<file path="config.mk">
export PLATFORM = sky130hd
export DESIGN_NAME = gbf_refill_arbiter
export DESIGN_NICKNAME = d
export VERILOG_FILES = /design/src/rtl/gbf_refill_arbiter.sv
export SDC_FILE = /design/constraint.sdc
export NUM_CORES = 1
export LEC_CHECK = 0
export BUFFER_PORTS_ARGS = -buffer_cell sky130_fd_sc_hd__buf_2
export CAP_MARGIN = 20
export CORE_AREA = 2 2 98 100
export DETAILED_ROUTE_END_ITERATION = 10
export DIE_AREA = 0 0 100 102
export GPL_TIMING_DRIVEN = 0
export PLACE_DENSITY_LB_ADDON = 0.25
export SETUP_SLACK_MARGIN = 0.02
export SYNTH_ARGS = -nofsm -noshare
export SYNTH_HDL_FRONTEND = slang
export SYNTH_HIERARCHICAL = 1
export SYNTH_SLANG_ARGS = --single-unit
</file>
<file path="constraint.sdc">
create_clock -name clk -period 3 [get_ports clk]
set_input_delay 0.45 -clock clk [delete_from_list [all_inputs] [get_ports clk]]
set_output_delay 0.45 -clock clk [all_outputs]
set_load 0.01 [all_outputs]
</file>
<file path="src/rtl/gbf_refill_arbiter.sv">
// Round-robin refill arbiter: shares one burst fill interface among NUM_REQ
// global-buffer SRAMs and streams each burst into the winner at its own wrapping pointer.

module gbf_wr_ptr #(
  parameter int AW = 7
) (
  input  logic          clk,
  input  logic          rst_n,
  input  logic          clr,
  input  logic          inc,
  output logic [AW-1:0] ptr
);
  // DEPTH is a power of two, so natural overflow gives the DEPTH-1 -> 0 wrap.
  always_ff @(posedge clk or negedge rst_n)
    if (!rst_n)   ptr <= '0;
    else if (clr) ptr <= '0;
    else if (inc) ptr <= ptr + AW'(1);
endmodule

module gbf_refill_arbiter #(
  parameter  int NUM_REQ    = 3,
  parameter  int DEPTH      = 128,
  parameter  int BURST_LEN  = 16,
  parameter  int DATA_WIDTH = 64,
  localparam int AW         = $clog2(DEPTH),
  localparam int IW         = (NUM_REQ > 1) ? $clog2(NUM_REQ) : 1
) (
  input  logic                  clk,
  input  logic                  rst_n,
  input  logic                  Reset,
  input  logic [NUM_REQ-1:0]    Req,
  output logic                  IfCmdVld,
  input  logic                  IfCmdRdy,
  output logic [IW-1:0]         IfCmdId,
  input  logic                  IfDatVld,
  output logic                  IfDatRdy,
  input  logic [DATA_WIDTH-1:0] IfDat,
  output logic [NUM_REQ-1:0]    GbfEnWr,
  output logic [NUM_REQ*AW-1:0] GbfAddrWr,
  output logic [DATA_WIDTH-1:0] GbfDatWr,
  output logic [NUM_REQ-1:0]    Grant,
  output logic                  Busy
);
  localparam int BW = (BURST_LEN > 1) ? $clog2(BURST_LEN) : 1;

  typedef enum logic [1:0] {IDLE, CMD, XFER, DONE} state_t;

  state_t                     state, state_nxt;
  logic [IW-1:0]              gnt_id, last_gnt, arb_id;
  logic                       arb_vld;
  logic [BW-1:0]              beat_cnt;
  logic                       beat, last_beat;
  logic [NUM_REQ-1:0][AW-1:0] wr_ptr;

  assign beat      = (state == XFER) && IfDatVld;
  assign last_beat = beat && (beat_cnt == BW'(BURST_LEN-1));
  assign IfCmdId   = gnt_id;

  // Round-robin: first requester at or after last_gnt+1, wrapping.
  always_comb begin
    int j;
    logic [IW-1:0] idx;
    j       = 0;
    idx     = '0;
    arb_vld = 1'b0;
    arb_id  = '0;
    for (int k = 1; k <= NUM_REQ; k++) begin
      j = int'(last_gnt) + k;
      if (j >= NUM_REQ) j = j - NUM_REQ;
      idx = IW'(j);
      if (!arb_vld && Req[idx]) begin
        arb_vld = 1'b1;
        arb_id  = idx;
      end
    end
  end

  always_ff @(posedge clk or negedge rst_n)
    if (!rst_n)     state <= IDLE;
    else if (Reset) state <= IDLE;
    else            state <= state_nxt;

  always_comb begin
    state_nxt = state;
    case (state)
      IDLE:    if (arb_vld)   state_nxt = CMD;
      CMD:     if (IfCmdRdy)  state_nxt = XFER;
      XFER:    if (last_beat) state_nxt = DONE;
      DONE:                   state_nxt = IDLE;
      default:                state_nxt = IDLE;
    endcase
  end

  always_comb begin
    IfCmdVld = (state == CMD);
    IfDatRdy = (state == XFER);
    Busy     = (state != IDLE);
  end

  // Write stage is one cycle behind the accepted beat.
  always_ff @(posedge clk or negedge rst_n)
    if (!rst_n) begin
      Grant    <= '0;
      gnt_id   <= '0;
      last_gnt <= IW'(NUM_REQ-1);
      beat_cnt <= '0;
      GbfEnWr  <= '0;
      GbfDatWr <= '0;
    end else if (Reset) begin
      Grant    <= '0;
      gnt_id   <= '0;
      last_gnt <= IW'(NUM_REQ-1);
      beat_cnt <= '0;
      GbfEnWr  <= '0;
      GbfDatWr <= '0;
    end else begin
      GbfEnWr <= beat ? Grant : '0;
      if (beat) GbfDatWr <= IfDat;
      case (state)
        IDLE: if (arb_vld) begin
          Grant  <= NUM_REQ'(1) << arb_id;
          gnt_id <= arb_id;
        end
        CMD:  if (IfCmdRdy) beat_cnt <= '0;
        XFER: if (beat) beat_cnt <= beat_cnt + BW'(1);
        DONE: begin
          last_gnt <= gnt_id;
          Grant    <= '0;
        end
        default: ;
      endcase
    end

  // Pointer has already advanced when the write fires, so show the pre-increment value then.
  for (genvar i = 0; i < NUM_REQ; i++) begin : g_ptr
    gbf_wr_ptr #(.AW(AW)) u_ptr (
      .clk   (clk),
      .rst_n (rst_n),
      .clr   (Reset),
      .inc   (beat && Grant[i]),
      .ptr   (wr_ptr[i])
    );
    assign GbfAddrWr[i*AW +: AW] = GbfEnWr[i] ? wr_ptr[i] - AW'(1) : wr_ptr[i];
  end
endmodule

</file>
==> run summary <==
The flow ran to the end, and the final reports show no timing, DRC or antenna violations. The tools report the max-slew violation count as 0. The number of enable-type register cells in the synthesized netlist is 0. The via count is 4290, and the detailed-routing wirelength on met1 is 5.056 mm. In this run the number of H-tree levels came out at 3. The slew at the pin closest to its max-slew limit was 557.8 ps; the number of nets in the final layout was 797.

The setup total negative slack was 0 ps. The synthesized netlist contains 44 unique library cells. For the total number of placement rows, the log shows 35. For the worst-skew pair, the clock arrives at the later sink with an insertion delay of 360 ps. The minimum clock period after layout came out at 2501 ps.

Number of buffers inserted by port buffering: 167. The number of vias per cell was 5.194; the number of warnings printed during yosys synthesis was 6. VDD sags by at most 344.6 µV. The tools report the met2 wire length as 5.668 mm.

Signal routing reaches up to met4. For this run the aggregate overflow at the end of global routing stands at 0. Setup violations remaining at the end of the flow were counted as 0. The worst setup path is of the reg -> out kind. Pin placement for this block handled 168 I/O pins. The largest area contributor in the netlist was dfrtp_1.

The path category of the worst min-delay check was in -> async. When the netlist entered floorplanning its net count stood at 618. The initial utilization of the core area, before any placement, comes to 53.17%. Clock tree synthesis selected as its root buffer the cell clkbuf_8. The post-synthesis to final-layout area growth came out at 24.88%. In the detailed route, the total length drawn on met3 is 816 µm. Once placement finished, the instance area stood at 0.005848 mm². For this run, the register share of the synthesized area comes to 52.21%. The logs give 0 for the number of gates resized after cts and 0 for the number of antenna violations at the first check in global routing. Of the cells placed in the final design, the portion with a size suffix greater than 1 is 27.69%. The fraction of synthesis flops using an asynchronous set or reset pin was 100.0%; the wire length of the first global-routing pass was 18.96 mm.

The logs give 2050 ps for the signal arrival time at the worst endpoint and 596.2 ps for the worst slack at placement. The routed design has 11.74 mm of wire. For the placed wire-length estimate, the log shows 8.801 mm. The clock passes through at most 2 buffers. Final antenna-violating net count: 0. Each instance of the synthesized netlist takes up on average 9.121 µm². The weighted congestion reported at the end of routability-driven placement was 0.7949; the number of remaining DRC errors was 0. The detailed router's first-iteration violation count was 148; the final standard cell area without fillers was 0.006048 mm². Summing every instance area after synthesis gives 0.004843 mm².

The floorplan step set the die width to 100 µm. Global routing consumed, over all layers together, 23.21% of the routing resources. The final period utilization is 83.38%. Setup repair after global routing left no endpoint under its margin.

Dividing total power by cell area gives a power density of 528.4 mW/mm². Summing all multi-input logic gate instances after layout gives 0.002145 mm². The maximum frequency from static timing analysis is 399.8 MHz. The max-capacitance violation count was 0; the largest fanout of any net on the critical path was 6. The worst setup path is launched from a register. Summing all flip-flop and latch instances after layout gives 0.002529 mm².

The element type at the critical path end was an output port. The clock net in this run drives a total of 101 sinks. The run gives 13.09 ps as the worst-case clock skew. The via count of the first global-routing pass is 4133, and the area fraction of the dominant cell type after synthesis is 51.67%. TritonCTS built the clock tree. The run gives 0 as the final antenna diode count. Buffers added to address setup during post-CTS repair amount to 0. The total of flip-flops plus latches after synthesis came out at 101.

By area the synthesized netlist is led by dfrtp_1 52%, nand2_1 12%, a21oi_1 7.3%. Entering global routing, the biggest net connects 73 pins. For the number of buffers inserted for hold repair after clock tree synthesis, the log shows 0. The first detailed-routing pass ran for 4 iterations. Among all flip-flop cells after synthesis, the most frequent one is dfrtp_1. The total of fill cells in the finished design was 810; the final routed wire length divided by cell count was 14.21 µm.

Synthesis produced a netlist whose cell count is 531. The area of the placeable core was 0.009109 mm²; the y dimension of the die was 102 µm. In this run the static leakage power is 0.003125 µW. The number of endpoints with negative hold slack in the final report is 0. At the worst endpoint, the required time is 2550 ps. The clock transition at the registers of the reported paths is 110 ps, and the slack of the critical path is 498.6 ps.

The total CTS buffers was 9. The die covers 0.01020 mm². The relative slew slack was 62.49%.
cells in the mapped netlist (all sizes together) (5+ instances only):
master	number
nor2b	5
ha	15
xnor2	12
and3	6
xor2	18
nor2	22
mux2i	12
or3	7
dfrtp	100
o21ai	15
nand2	157
nand4	9
nor3	7
a21oi	72
buf	6
clkbuf	19
inv	17
per-layer routing:
layer	track usage (%)	vias up
met5	0	-
met4	6.744	0
met3	7.319	19
met2	39.19	132
met1	29.07	2022
li1	-	2117
registers in the layout, summed over array words and instances (netlist names):
name	count
g_ptr.u_ptr/ptr	21
IfCmdId	2
beat_cnt	4
Grant	3
last_gnt	2
state	2
GbfEnWr	3
GbfDatWr	64
area by class of cell:
| type | count | area share, % |
|---|---|---|
| plain buffers | 25 | 1.758 |
| clock buffers | 11 | 2.503 |
| repair buffers | 168 | 14.32 |
| multi-input cells | 388 | 35.46 |
| inverters | 17 | 1.055 |
| clock inverters | 5 | 0.8068 |
| well taps | 111 | 2.296 |
| flip-flops and latches | 101 | 41.81 |
metrics by stage:
stage	utilization, %	cells	power [µW]	hold slack (ps)
floorplan	-	531	2026	154.4
global placement	63.87	809	2316	494.5
detailed placement	64.20	810	2353	409.8
CTS	66.40	826	3217	15.70
global route	66.40	826	3371	21.18
finish	66.40	826	3196	9.867
report_power, final:
part / leakage, µW / switching, µW / internal (µW) / total (µW)
Clock: 0.000105 / 504 / 369 / 872
Sequential: 0.00140 / 81.4 / 1470 / 1560
Combinational: 0.00162 / 466 / 302 / 768
Total: 0.00312 / 1050 / 2150 / 3200
kinds of logic after synthesis:
logic type,Yosys count,synth area share [%]
AOI/OAI and AO/OA,104,12.17
xor gates and xnor gates,30,5.425
adders and majority gates,15,3.875
buffers and inverters,42,3.513
DFF,101,52.21
muxes,13,2.713
and+or+nand+nor,226,20.10
cell usage in the layout, fill, tap and decap left out, drive strengths merged, types with 5 or more instances in the layout:
master | Yosys | final
or3 | 7 | 7
xnor2 | 12 | 12
inv | 17 | 22
a21oi | 72 | 72
nand4 | 9 | 9
ha | 15 | 15
and3 | 6 | 6
clkbuf | 19 | 30
nor3 | 7 | 7
nor2 | 22 | 22
nor2b | 5 | 5
xor2 | 18 | 18
nand2 | 157 | 157
buf | 6 | 174
dfrtp | 100 | 100
o21ai | 15 | 15
mux2i | 12 | 12
worst paths after layout:
check                                 startpoint                    end  slack, ps  cells past startpoint
max in group asynchronous                  rst_n            last_gnt[1]       2290                      2
min reg2reg                         GbfDatWr[13]           GbfDatWr[13]        520                      2
min                                        rst_n  g_ptr[2].u_ptr/ptr[6]         10                      1
min in group clk                       IfDat[57]           GbfDatWr[57]        300                      3
max reg2reg                          last_gnt[1]             IfCmdId[0]        750                      7
max                        g_ptr[0].u_ptr/ptr[0]           GbfAddrWr[5]        500                      4
worst max-delay path: stages, from the launching register on:
cell and delay [ps]:
dfrtp_1 480, or4b_2 720, nor3_1 200, xor2_1 150
buf_2 140
Note: power is estimated with default switching activity, not from simulation.
